## src/rtl/fetch_queue_if.sv

```systemverilog
// Handshake bundle for fetch_queue: ROM read port, decode-side valid/ready output,
// redirect request and occupancy.
interface fetch_queue_if #(
    parameter int unsigned ADDR_W = 16,
    parameter int unsigned DEPTH  = 4
);
    localparam int unsigned CNT_W = $clog2(DEPTH) + 1;

    logic [ADDR_W-1:0] rom_addr;
    logic              rom_en;
    logic [31:0]       rom_data;

    logic              out_valid;
    logic              out_ready;
    logic [31:0]       out_instr;
    logic [ADDR_W-1:0] out_pc;

    logic              redirect;
    logic [ADDR_W-1:0] redirect_pc;

    logic [CNT_W-1:0]  count;

    // master: the fetch queue itself; slave: ROM plus decode/execute side
    modport master (
        output rom_addr,
        output rom_en,
        input  rom_data,
        output out_valid,
        input  out_ready,
        output out_instr,
        output out_pc,
        input  redirect,
        input  redirect_pc,
        output count
    );

    modport slave (
        input  rom_addr,
        input  rom_en,
        output rom_data,
        input  out_valid,
        output out_ready,
        input  out_instr,
        input  out_pc,
        output redirect,
        output redirect_pc,
        input  count
    );
endinterface

```

## src/rtl/fetch_queue.sv

```systemverilog
// Instruction-fetch front end: owns the fetch PC, reads a 1-cycle-latency ROM and buffers
// returned words in a DEPTH-entry FIFO drained by a valid/ready consumer; redirect flushes.
module fetch_queue #(
    parameter int unsigned          ADDR_W   = 16,
    parameter int unsigned          DEPTH    = 4,
    parameter logic [ADDR_W-1:0]    RESET_PC = '0
) (
    input  logic             clk,
    input  logic             rst_n,
    fetch_queue_if.master    bus
);
    localparam int unsigned PTR_W = $clog2(DEPTH);
    localparam int unsigned CNT_W = PTR_W + 1;
    localparam int unsigned CMP_W = PTR_W + 2;
    localparam logic [31:0] NOP   = 32'h0000_0013;

    if (DEPTH < 2 || (DEPTH & (DEPTH - 1)) != 0) begin : g_bad_depth
        $error("fetch_queue: DEPTH must be a power of 2 and at least 2");
    end
    if (RESET_PC[1:0] != 2'b00) begin : g_bad_reset_pc
        $error("fetch_queue: RESET_PC must be 4-byte aligned");
    end

    logic [ADDR_W-1:0] fpc_q, fpc_d;
    logic [PTR_W-1:0]  wr_ptr_q, wr_ptr_d;
    logic [PTR_W-1:0]  rd_ptr_q, rd_ptr_d;
    logic [CNT_W-1:0]  count_q, count_d;
    logic              inflight_q, inflight_d;
    logic [ADDR_W-1:0] inflight_pc_q, inflight_pc_d;

    logic [31:0]       instr_mem [DEPTH];
    logic [ADDR_W-1:0] pc_mem    [DEPTH];

    logic              valid;
    logic              pop;
    logic              push;
    logic              issue;
    logic [CMP_W-1:0]  occupancy;
    logic [ADDR_W-1:0] target;

    // Handshake and issue decisions
    always_comb begin
        valid     = rst_n & ~bus.redirect & (count_q != '0);
        pop       = valid & bus.out_ready;
        // Words already held or due next cycle, minus the one leaving now; never underflows
        // because a pop implies count_q >= 1.
        occupancy = CMP_W'(count_q) + CMP_W'(inflight_q) - CMP_W'(pop);
        issue     = rst_n & ~bus.redirect & (occupancy < CMP_W'(DEPTH));
        push      = rst_n & ~bus.redirect & inflight_q;
        target    = bus.redirect_pc & ~ADDR_W'(3);
    end

    // Next-state
    always_comb begin
        fpc_d         = fpc_q;
        wr_ptr_d      = wr_ptr_q;
        rd_ptr_d      = rd_ptr_q;
        count_d       = count_q;
        inflight_d    = 1'b0;
        inflight_pc_d = inflight_pc_q;

        if (bus.redirect) begin
            fpc_d    = target;
            wr_ptr_d = '0;
            rd_ptr_d = '0;
            count_d  = '0;
        end else begin
            if (issue) begin
                fpc_d         = fpc_q + ADDR_W'(4);
                inflight_d    = 1'b1;
                inflight_pc_d = fpc_q;
            end
            if (push) begin
                wr_ptr_d = wr_ptr_q + PTR_W'(1);
            end
            if (pop) begin
                rd_ptr_d = rd_ptr_q + PTR_W'(1);
            end
            count_d = count_q + CNT_W'(push) - CNT_W'(pop);
        end
    end

    always_ff @(posedge clk) begin
        if (!rst_n) begin
            fpc_q         <= RESET_PC;
            wr_ptr_q      <= '0;
            rd_ptr_q      <= '0;
            count_q       <= '0;
            inflight_q    <= 1'b0;
            inflight_pc_q <= '0;
        end else begin
            fpc_q         <= fpc_d;
            wr_ptr_q      <= wr_ptr_d;
            rd_ptr_q      <= rd_ptr_d;
            count_q       <= count_d;
            inflight_q    <= inflight_d;
            inflight_pc_q <= inflight_pc_d;
        end
    end

    // Storage needs no reset: entries are only read when count marks them valid
    always_ff @(posedge clk) begin
        if (push) begin
            instr_mem[wr_ptr_q] <= bus.rom_data;
            pc_mem[wr_ptr_q]    <= inflight_pc_q;
        end
    end

    assign bus.rom_addr  = fpc_q;
    assign bus.rom_en    = issue;
    assign bus.out_valid = valid;
    assign bus.out_instr = valid ? instr_mem[rd_ptr_q] : NOP;
    assign bus.out_pc    = valid ? pc_mem[rd_ptr_q] : '0;
    assign bus.count     = count_q;

    // The issue rule reserves a slot for every in-flight word
    a_no_overflow: assert property (@(posedge clk) disable iff (!rst_n)
        push |-> (count_q != CNT_W'(DEPTH)));
    a_count_range: assert property (@(posedge clk) disable iff (!rst_n)
        count_q <= CNT_W'(DEPTH));
endmodule

```

## src/flat_wrapper.sv

```systemverilog
// flat-port wrapper written by rule: the top's interface ports become plain ports
module fetch_queue_flat 
#(
    parameter int unsigned          ADDR_W   = 16,
    parameter int unsigned          DEPTH    = 4,
    parameter logic [ADDR_W-1:0]    RESET_PC = '0
)
  (clk, rst_n, bus_rom_addr, bus_rom_en, bus_rom_data, bus_out_valid, bus_out_ready, bus_out_instr, bus_out_pc, bus_redirect, bus_redirect_pc, bus_count);
  fetch_queue_if #(.ADDR_W(ADDR_W), .DEPTH(DEPTH)) bus_i ();
  input  logic clk;
  input  logic rst_n;
  output wire logic [$bits(bus_i.rom_addr)-1:0] bus_rom_addr;
  output wire logic [$bits(bus_i.rom_en)-1:0] bus_rom_en;
  input wire logic [$bits(bus_i.rom_data)-1:0] bus_rom_data;
  output wire logic [$bits(bus_i.out_valid)-1:0] bus_out_valid;
  input wire logic [$bits(bus_i.out_ready)-1:0] bus_out_ready;
  output wire logic [$bits(bus_i.out_instr)-1:0] bus_out_instr;
  output wire logic [$bits(bus_i.out_pc)-1:0] bus_out_pc;
  input wire logic [$bits(bus_i.redirect)-1:0] bus_redirect;
  input wire logic [$bits(bus_i.redirect_pc)-1:0] bus_redirect_pc;
  output wire logic [$bits(bus_i.count)-1:0] bus_count;
  assign bus_rom_addr = bus_i.rom_addr;
  assign bus_rom_en = bus_i.rom_en;
  assign bus_i.rom_data = bus_rom_data;
  assign bus_out_valid = bus_i.out_valid;
  assign bus_i.out_ready = bus_out_ready;
  assign bus_out_instr = bus_i.out_instr;
  assign bus_out_pc = bus_i.out_pc;
  assign bus_i.redirect = bus_redirect;
  assign bus_i.redirect_pc = bus_redirect_pc;
  assign bus_count = bus_i.count;
  fetch_queue #(.ADDR_W(ADDR_W), .DEPTH(DEPTH), .RESET_PC(RESET_PC)) u_core (.clk(clk), .rst_n(rst_n), .bus(bus_i));
endmodule
```

## config.mk

```make
export PLATFORM = sky130hd
export DESIGN_NAME = fetch_queue_flat
export DESIGN_NICKNAME = d
export VERILOG_FILES = /design/src/rtl/fetch_queue_if.sv /design/src/rtl/fetch_queue.sv /design/src/flat_wrapper.sv
export SDC_FILE = /design/constraint.sdc
export NUM_CORES = 1
export LEC_CHECK = 0
export ABC_AREA = 1
export CORE_MARGIN = 2
export CORE_UTILIZATION = 59
export CTS_CLUSTER_DIAMETER = 80
export DETAILED_ROUTE_END_ITERATION = 7
export GPL_TIMING_DRIVEN = 0
export PLACE_DENSITY = 0.86
export SLEW_MARGIN = 10
export SYNTH_ARGS = -nofsm -noshare
export SYNTH_HDL_FRONTEND = slang
export SYNTH_SLANG_ARGS = --single-unit
```

## constraint.sdc

```tcl
create_clock -name clk -period 6 [get_ports clk]
set_input_delay 1.5 -clock clk [delete_from_list [all_inputs] [get_ports clk]]
set_output_delay 1.5 -clock clk [all_outputs]
set_load 0.1 [all_outputs]
```

==> results.py, run 1 <==
metrics = {
    "outcome": {
        "status": "completed",
    },
    "critical_path": {
        "crit_fanout": 10,
        "ff2ff_path_depth": 13,
        "start_kind": "primary input",
        "required_ns": 4.50,
        "criticalPathCategory": "primary input to output port",
        "crit_arrival_ns": 4.31,
        "reg2reg_to": "u_core.inflight_pc_q[7]$_SDFFE_PN0P_",
        "r2r_setup_slack_ns": 3.39,
        "worstReg2RegStart": "u_core.bus.count[2]$_SDFF_PP0_",
        "end_kind": "output port",
    },
    "global_route": {
        "grt_antenna_before_repair": 0,
        "grt_max_degree": 26,
        "grt_pass1_wl_um": 31890,
        "grt.met3_usage_pct": 3.701,
        "use_met1_pct": 32.24,
        "met2_usage_pct": 41.86,
        "grt_pass1_vias": 6517,
        "grt.total_usage_pct": 24.62,
        "grt.busiest_layer": "met2",
        "overflow": 0,
    },
    "power": {
        "pwr-share-seq_pct": 51.3,
        "swShare_pct": 21.07,
        "p_switching_mw": 0.6960,
        "p_int_mw": 2.607,
        "leakage_nw": 4.052,
        "power_frac_clock_pct": 42.9,
        "power.density_nw_per_um2": 289.8,
        "pwr-share-comb_pct": 5.8,
        "irDropWorstVdd_mv": 0.1869,
    },
    "final_layout": {
        "final_nets": 1043,
        "final_cell_area_um2": 11400,
        "drive_gt1_share_pct": 8.124,
        "layout-area-overhead-vs-synth_pct": 24.67,
        "antennaDiodeCount": 0,
        "post-route-util_pct": 75.26,
        "finalNonFillerCells": 1185,
    },
    "timing": {
        "relSlewSlack_pct": 29.52,
        "hold_viol_final": 0,
        "timing.final.crit_share_pct": 96.86,
        "fin_ws_ns": 0.1885,
        "setup-tns-final_ns": 0,
        "skew_ns": 0.008292,
        "drv_slew": 0,
        "period_minus_slack_ns": 5.811,
        "tightest_slew_ns": 1.054,
        "fmax_mhz": 172.1,
        "rsz0062_at_grt": "no",
        "finalSetupViolations": 0,
    },
    "yosys": {
        "yosysSeqAreaShare_pct": 68.76,
        "synth-main-ff-cell": "edfxtp_1",
        "ys_ff_latch": 222,
        "synth_area_per_cell_um2": 10.92,
        "synthDistinctLibCells": 33,
        "yosysWarnings": 0,
        "synth.most_common_cell": "nor2_1",
        "syn-instance-count": 837,
        "async_flop_share_pct": 0,
        "yosys-top-cells-count": "nor2_1, edfxtp_1, nand2_1",
        "synth-edff-count": 184,
        "yosys.area.top_type_share_pct": 60.44,
        "synth_area_um2": 9143,
        "synth_top_area_cell": "edfxtp_1",
        "synthTopCellsByArea": "edfxtp_1, dfxtp_1, nor2_1, o21ai_0, nand2_1",
    },
    "die": {
        "fp.dieArea_um2": 16510,
        "placeableCoreArea_um2": 15150,
        "dieHeight_um": 128.5,
        "fp-row-count": 45,
        "initial_core_util_pct": 60.36,
        "die_x_um": 128.5,
        "ios": 121,
    },
    "place": {
        "numPortBuffers": 113,
        "place_area_um2": 10630,
        "dp_hpwl_um": 12750,
        "dpl_worst_slack_ns": -0.4965,
        "dp_cells": 1145,
        "gp_congestion": 0.9112,
    },
    "clock_tree": {
        "hold_buffers": 0,
        "post_cts_buffers": 0,
        "cts_buffers": 22,
        "cts_buffer_depth": 3,
        "cts.clk_slew.worst_paths_ns": 0.07,
        "clock-root-buffer": "clkbuf_16",
        "cts_max_level": 1,
        "tritoncts": "yes",
        "cts_sinks": 222,
        "clk_latency_ns": 0.49,
    },
    "detailed_routing": {
        "route.antenna.remaining_nets": 0,
        "drt_iter0_drc": 579,
        "drc": 0,
        "num_vias": 6708,
        "routed_via_density": 5.661,
        "drt-total-wl_um": 20700,
        "route.detailed.wl_per_inst_um": 17.47,
        "dr.pass1.iters": 5,
    },
    "hold_path": {
        "min_from": "u_core.inflight_pc_q[7]$_SDFFE_PN0P_",
        "hold_depth": 0,
        "whs_endpoint": "u_core.pc_mem[2][7]$_DFFE_PP_",
        "min_path_type": "flip-flop to flip-flop",
    },
    "flow_run": {
        "maxCapViolCount": 0,
    },
}
[cell families after synthesis]
family / synth area share (%)
flops: 68.76
buf+inv: 4.352
other cells: 0.04102
xor+xnor: 0.5749
compound gates: 9.703
fa+ha+maj: 1.451
simple gates: 15.12
[worst max-delay path, cell delays in order]
cell and delay, ns:
clkdlybuf4s50_1 0.60, nand2_4 0.14, inv_4 0.11, o31ai_4 0.16, clkbuf_1 0.30, a21oi_1 0.26, clkdlybuf4s50_1 1.23
[metrics by stage]
| step | hold slack, ns | total power, mW |
|---|---|---|
| after floorplan | 0.4605 | 1.843 |
| after global placement | 0.4787 | 1.913 |
| after detailed placement | 0.4844 | 1.917 |
| after CTS | 0.5038 | 3.303 |
| after global routing | 0.5260 | 3.377 |
| final | 0.5024 | 3.303 |
[layout by cell type, fill, tap and decap left out, types with 4 or more instances in the layout]
master and n:
o21ai_0 94, edfxtp_1 184, clkbuf_1 24, buf_1 7
clkbuf_16 24, clkbuf_8 4, dfxtp_1 38, inv_1 31
clkdlybuf4s50_1 112, nand2_1 96, nand4_1 4, buf_4 5
nor2_4 6, a21oi_1 70, nand3_1 32, buf_2 13
buf_12 4, conb_1 4, ha_1 9, nor2_1 197
[state kept, by name, summed over array words and instances, names as in the netlist, named ones only]
signal / count
u_core.instr_mem: 128
u_core.rd_ptr_q: 2
u_core.pc_mem: 56
u_core.wr_ptr_q: 2
u_core.inflight_q: 1
u_core.bus.rom_addr: 14
u_core.inflight_pc_q: 14
u_core.bus.count: 3
[layer usage]
| layer | up-vias | routed length (µm) |
|---|---|---|
| met5 | - | 0 |
| met4 | 0 | 407 |
| met3 | 43 | 1852 |
| met2 | 399 | 10240 |
| met1 | 3101 | 8201 |
| li1 | 3165 | - |
[final cells by class]
class | count | area [µm²]
Buffer | 49 | 251.5
Clock buffer | 31 | 666.9
Multi-Input combinational cell | 532 | 2500
Inverter | 37 | 146.4
Clock inverter | 9 | 106.4
Tap cell | 188 | 235.2
Fill cell | 915 | 3747
Timing Repair Buffer | 117 | 1206
Sequential cell | 222 | 6286
[timing repair]
item | 4_1_cts | 5_1_grt
setup endpoints to repair | 1 | 1
pin swaps | 0 | 0
resized for setup | 3 | 2
[how the worst max path moves through the flow]
| stage | startpoint | to | slack (ns) |
|---|---|---|---|
| floorplan | bus_redirect | bus_out_instr[0] | 0.11 |
| global placement | rst_n | bus_rom_en | -0.45 |
| detailed placement | rst_n | bus_rom_en | -0.50 |
| CTS | rst_n | bus_rom_en | 0.06 |
| global route | rst_n | bus_rom_en | 0.04 |
| finish | rst_n | bus_out_pc[4] | 0.19 |
[power groups by stage]
stage	clock network [mW]	logic, mW	registers [mW]
finish	1.42	0.192	1.69
global route	1.48	0.204	1.70
CTS	1.42	0.191	1.69
detailed placement	0	0.190	1.73
global placement	0	0.185	1.73
floorplan	0	0.0742	1.77
No activity file was read; power rests on OpenSTA's default activity.
==> run 2: changes to the inputs <==
- CORE_UTILIZATION: 59 -> 55
- PLACE_DENSITY: 0.86 -> 0.81
==> run 2 against run 1 <==
Hold slack got worse by 0.0048 ns. Wire length barely moved. Die area is 7.0% higher. Setup slack got worse by 0.052 ns. Power shrank 4.7%. Flip-flop and latch count stayed put. Highest routed layer unchanged. Clock skew increased by 0.0077 ns. Via count shrank 0.63%.
==> results.py, run 2 (same netlist as run 1, synthesis figures left out) <==
metrics = {
    "power": {
        "irDropWorstVdd_mv": 0.2000,
        "p_switching_mw": 0.6990,
        "pwr-share-comb_pct": 6.1,
        "p_int_mw": 2.448,
        "pwr-share-seq_pct": 53.8,
        "power_mw": 3.147,
        "power_frac_clock_pct": 40.1,
        "leakage_nw": 4.029,
        "power.density_nw_per_um2": 275.9,
        "swShare_pct": 22.21,
    },
    "flow_run": {
        "maxCapViolCount": 0,
    },
    "global_route": {
        "grt_antenna_before_repair": 1,
        "grt_max_degree": 27,
        "grt.total_usage_pct": 23.42,
        "overflow": 0,
        "grt_pass1_wl_um": 32890,
        "grt_pass1_vias": 6521,
    },
    "timing": {
        "relSlewSlack_pct": 29.26,
        "drv_slew": 0,
        "finalSetupViolations": 0,
        "period_minus_slack_ns": 5.864,
        "hold_viol_final": 0,
        "tightest_slew_ns": 1.058,
        "timing.final.crit_share_pct": 97.73,
        "finalHoldWorstSlack_ns": 0.4976,
        "fmax_mhz": 170.5,
        "skew_ns": 0.01599,
        "rsz0062_at_grt": "no",
    },
    "detailed_routing": {
        "route.detailed.wl_per_inst_um": 16.96,
        "route.antenna.remaining_nets": 0,
        "routed_via_density": 5.464,
        "drt_iter0_drc": 528,
        "num_vias": 6666,
        "drc": 0,
        "dr.pass1.iters": 6,
        "drt-total-wl_um": 20700,
    },
    "die": {
        "die_x_um": 132.9,
        "fp.dieArea_um2": 17670,
        "dieHeight_um": 132.9,
        "fp-row-count": 47,
        "placeableCoreArea_um2": 16410,
        "ios": 121,
        "initial_core_util_pct": 55.72,
    },
    "final_layout": {
        "largest_reg_flops": 128,
        "reg_top3": "u_core.instr_mem x128, u_core.pc_mem x56",
        "regMostFlops": "u_core.instr_mem",
        "drive_gt1_share_pct": 7.608,
        "layout-area-overhead-vs-synth_pct": 24.78,
        "mostFrequentLayoutCells": "nor2_1, edfxtp_1, clkdlybuf4s50_1, nand2_1, o21ai_0",
        "final_common_cell": "nor2_1",
        "final_nets": 1045,
    },
    "critical_path": {
        "crit_chain": "clkdlybuf4s50_1, nand2_4, inv_4, o31ai_4, clkbuf_1, a21oi_1, clkdlybuf4s50_1",
        "max_stage_delay_ns": 1.21,
        "required_ns": 4.50,
        "cp_common_cell": "clkdlybuf4s50_1",
        "end_kind": "output port",
        "start_kind": "primary input",
        "crit_slowest_cell": "clkdlybuf4s50_1",
        "criticalPathCategory": "primary input to output port",
        "crit_fanout": 10,
        "crit_arrival_ns": 4.36,
    },
    "clock_tree": {
        "clk_latency_ns": 0.50,
        "clock-root-buffer": "clkbuf_16",
        "cts_sinks": 222,
        "cts.clk_slew.worst_paths_ns": 0.06,
        "cts_max_level": 1,
        "post_cts_buffers": 0,
        "tritoncts": "yes",
        "cts_buffer_depth": 3,
        "cts_buffers": 22,
    },
    "outcome": {
        "status": "completed",
    },
    "place": {
        "gp_congestion": 0.9266,
        "numPortBuffers": 113,
        "dp_hpwl_um": 13150,
    },
    "hold_path": {
        "min_path_type": "flip-flop to flip-flop",
    },
}
==> run 2: cell count changes in the layout (fill, tap and decap cells not counted), moves of 2 or more <==
cell,before,now
buf_16,0,4
clkbuf_8,4,0
buf_12,4,2
bufinv_16,2,0
clkinv_1,1,7
==> run 2: layer usage <==
layer	part of all wire [%]	up-vias	GRT usage [%]
met4	1.8	0	6.989
met2	50	332	40.07
met1	40	3130	30.74
met5	0	-	0
li1	-	3166	-
met3	7.8	38	4.291
==> run 2: stage by stage <==
step	setup slack (ns)	cells	setup TNS (ns)	util [%]	area [µm²]
global placement	-0.5001	1173	-46.17	64.36	10560
global route	0.04254	1219	0	69.52	11410
floorplan	0.1147	840	0	-	9154
finish	0.1364	1220	0	69.53	11410
CTS	0.06821	1219	0	69.54	11410
detailed placement	-0.4968	1179	-0.4968	65.46	10740
==> run 2: area by class of cell <==
cell class / instances / area [µm²]
sequential: 222 / 6286
fill: 1124 / 4999
multi-input combinational: 532 / 2500
timing repair buffer: 119 / 1279
clock buffer: 27 / 590.6
tap: 220 / 275.3
buffer: 49 / 251.5
inverter: 37 / 146.4
clock inverter: 13 / 77.57
antenna: 1 / 2.502
==> run 2: final timing paths <==
kind	startpoint	to	slack, ns	cells past startpoint
setup / recovery	rst_n	bus_out_pc[4]	0.14	7
hold / removal	u_core.inflight_pc_q[12]$_SDFFE_PN0P_	u_core.pc_mem[1][12]$_DFFE_PP_	0.50	0
setup reg to reg	u_core.bus.count[2]$_SDFF_PP0_	u_core.inflight_pc_q[7]$_SDFFE_PN0P_	3.37	13
hold reg to reg	u_core.inflight_pc_q[12]$_SDFFE_PN0P_	u_core.pc_mem[1][12]$_DFFE_PP_	0.50	0
==> run 2: worst max-delay path: cells and delay by family <==
kind | cells | cell delay (ns)
buffers and inverters | 4 | 2.26
and+or+nand+nor | 1 | 0.14
AOI/OAI and AO/OA | 2 | 0.45
==> run 2: what timing repair did <==
| action | CTS | global route |
|---|---|---|
| gates resized for setup | 3 | 3 |
| pin swaps | 0 | 0 |
| hold buffers | 0 | 0 |
| cloned | 0 | 0 |
| endpoints found under the setup margin | 1 | 1 |
==> run 2: power groups by stage <==
stage	clock (mW)	combinational, mW	sequential [mW]
2_1_floorplan	0	0.0742	1.77
3_3_place_gp	0	0.186	1.73
4_1_cts	1.27	0.192	1.69
5_1_grt	1.33	0.205	1.70
3_5_place_dp	0	0.190	1.73
6_report	1.26	0.192	1.69
==> run 3: changes to the inputs <==
- CORE_UTILIZATION: 55 -> 50
- PLACE_DENSITY: 0.81 -> 0.74
==> run 3 against run 2 <==
Non-clock buffer count did not move. Final cell count up 0.66%. Hold slack worse by 0.0011 ns. Critical endpoint is now bus_out_instr[2]. Combinational power hardly changed. Largest power group unchanged. Highest routed layer unchanged. Power rose by 5.0%. Maximum frequency decreased by 0.12%. Sequential power is essentially flat.
==> results.py, run 3 (same netlist as run 1, synthesis figures left out) <==
metrics = {
    "outcome": {
        "status": "completed",
    },
    "detailed_routing": {
        "routed_via_density": 5.285,
        "drt-total-wl_um": 20610,
        "route.detailed.wl_per_inst_um": 16.78,
        "dr.pass1.iters": 5,
        "drt_iter0_drc": 503,
        "drc": 0,
        "num_vias": 6490,
        "route.antenna.remaining_nets": 0,
    },
    "final_layout": {
        "post-route-util_pct": 64.00,
        "layout-area-overhead-vs-synth_pct": 25.76,
        "reg_top3": "u_core.instr_mem x128, u_core.pc_mem x56",
        "final_common_cell": "nor2_1",
        "multi_input_area_um2": 2500,
        "finalNonFillerCells": 1228,
        "antennaDiodeCount": 0,
        "largest_reg_flops": 128,
        "mostFrequentLayoutCells": "nor2_1, edfxtp_1, clkdlybuf4s50_1, nand2_1, o21ai_0",
        "drive_gt1_share_pct": 8.208,
        "ff_latch_area_um2": 6286,
        "n_fill_cell": 1392,
        "final_cell_area_um2": 11500,
        "regMostFlops": "u_core.instr_mem",
        "final_nets": 1045,
    },
    "timing": {
        "finalHoldWorstSlack_ns": 0.4965,
        "rsz0062_at_grt": "no",
        "setup-tns-final_ns": 0,
        "relSlewSlack_pct": 28.53,
        "period_minus_slack_ns": 5.871,
        "fmax_mhz": 170.3,
        "finalSetupViolations": 0,
        "timing.final.crit_share_pct": 97.85,
        "hold_viol_final": 0,
        "skew_ns": 0.008831,
        "tightest_slew_ns": 1.069,
        "fin_ws_ns": 0.1293,
        "drv_slew": 0,
    },
    "critical_path": {
        "end_kind": "output port",
        "start_kind": "primary input",
        "crit_fanout": 10,
        "crit_arrival_ns": 4.37,
        "ff2ff_path_depth": 13,
        "required_ns": 4.50,
        "criticalPathCategory": "primary input to output port",
    },
    "die": {
        "fp-row-count": 49,
        "placeableCoreArea_um2": 17960,
        "fp.dieArea_um2": 19380,
        "dieHeight_um": 139.2,
        "die_x_um": 139.2,
        "initial_core_util_pct": 50.90,
        "ios": 121,
    },
    "hold_path": {
        "hold_depth": 0,
        "min_path_type": "flip-flop to flip-flop",
    },
    "global_route": {
        "grt_antenna_before_repair": 0,
        "grt.total_usage_pct": 21.05,
        "grt_max_degree": 28,
        "grt_pass1_wl_um": 32560,
        "overflow": 0,
        "grt_pass1_vias": 6333,
    },
    "flow_run": {
        "maxCapViolCount": 0,
    },
    "place": {
        "dpl_worst_slack_ns": -0.5116,
        "dp_hpwl_um": 13400,
        "gp_congestion": 0.8552,
        "place_area_um2": 10750,
        "dp_cells": 1188,
        "numPortBuffers": 113,
    },
    "clock_tree": {
        "cts_sinks": 222,
        "tritoncts": "yes",
        "cts.clk_slew.worst_paths_ns": 0.06,
        "hold_buffers": 0,
        "clock-root-buffer": "clkbuf_16",
        "cts_buffer_depth": 3,
        "cts_max_level": 1,
        "clk_latency_ns": 0.51,
        "cts_buffers": 22,
    },
    "power": {
        "irDropWorstVdd_mv": 0.1847,
        "leakage_nw": 4.062,
        "power_mw": 3.305,
        "power.density_nw_per_um2": 287.5,
    },
}
## run 3: per-layer routing
metal	vias up	routed length (µm)	GRT usage (%)
met4	0	333	5.316
li1	3167	-	-
met1	3022	8319	27.69
met2	271	10210	36.25
met5	-	0	0
met3	30	1742	4.026
## run 3: power breakdown
group          switching [mW]  total (mW)  internal (mW)
clock network           0.579        1.42          0.839
registers              0.0157        1.69           1.68
logic                   0.128       0.193         0.0649
## run 3: worst paths after layout
path / slack (ns) / end / startpoint
worst max register to register: 3.40 / u_core.inflight_pc_q[7]$_SDFFE_PN0P_ / u_core.bus.count[2]$_SDFF_PP0_
worst min register to register: 0.50 / u_core.pc_mem[1][12]$_DFFE_PP_ / u_core.inflight_pc_q[12]$_SDFFE_PN0P_
worst max-delay path: 0.13 / bus_out_instr[2] / rst_n
worst min-delay path: 0.50 / u_core.pc_mem[1][12]$_DFFE_PP_ / u_core.inflight_pc_q[12]$_SDFFE_PN0P_
## run 3: final cells by class
class,count,area share (%)
Multi-Input combinational cell,532,21.74
Inverter,37,1.273
Tap cell,229,2.492
Clock buffer,27,5.137
Timing Repair Buffer,119,11.10
Buffer,49,2.187
Clock inverter,13,1.393
Sequential cell,222,54.67
## run 3: repair_timing
item | in CTS | in global routing
resized for setup | 3 | 2
buffers inserted | 0 | 0
endpoints found under the hold margin | 0 | 0
endpoints found under the setup margin | 1 | 1
## run 3: critical path: stages
cell,delay (ns)
clkdlybuf4s50_1,0.61
nand2_4,0.14
inv_4,0.11
o31ai_4,0.16
clkbuf_1,0.31
a21oi_1,0.33
clkdlybuf4s50_1,1.19
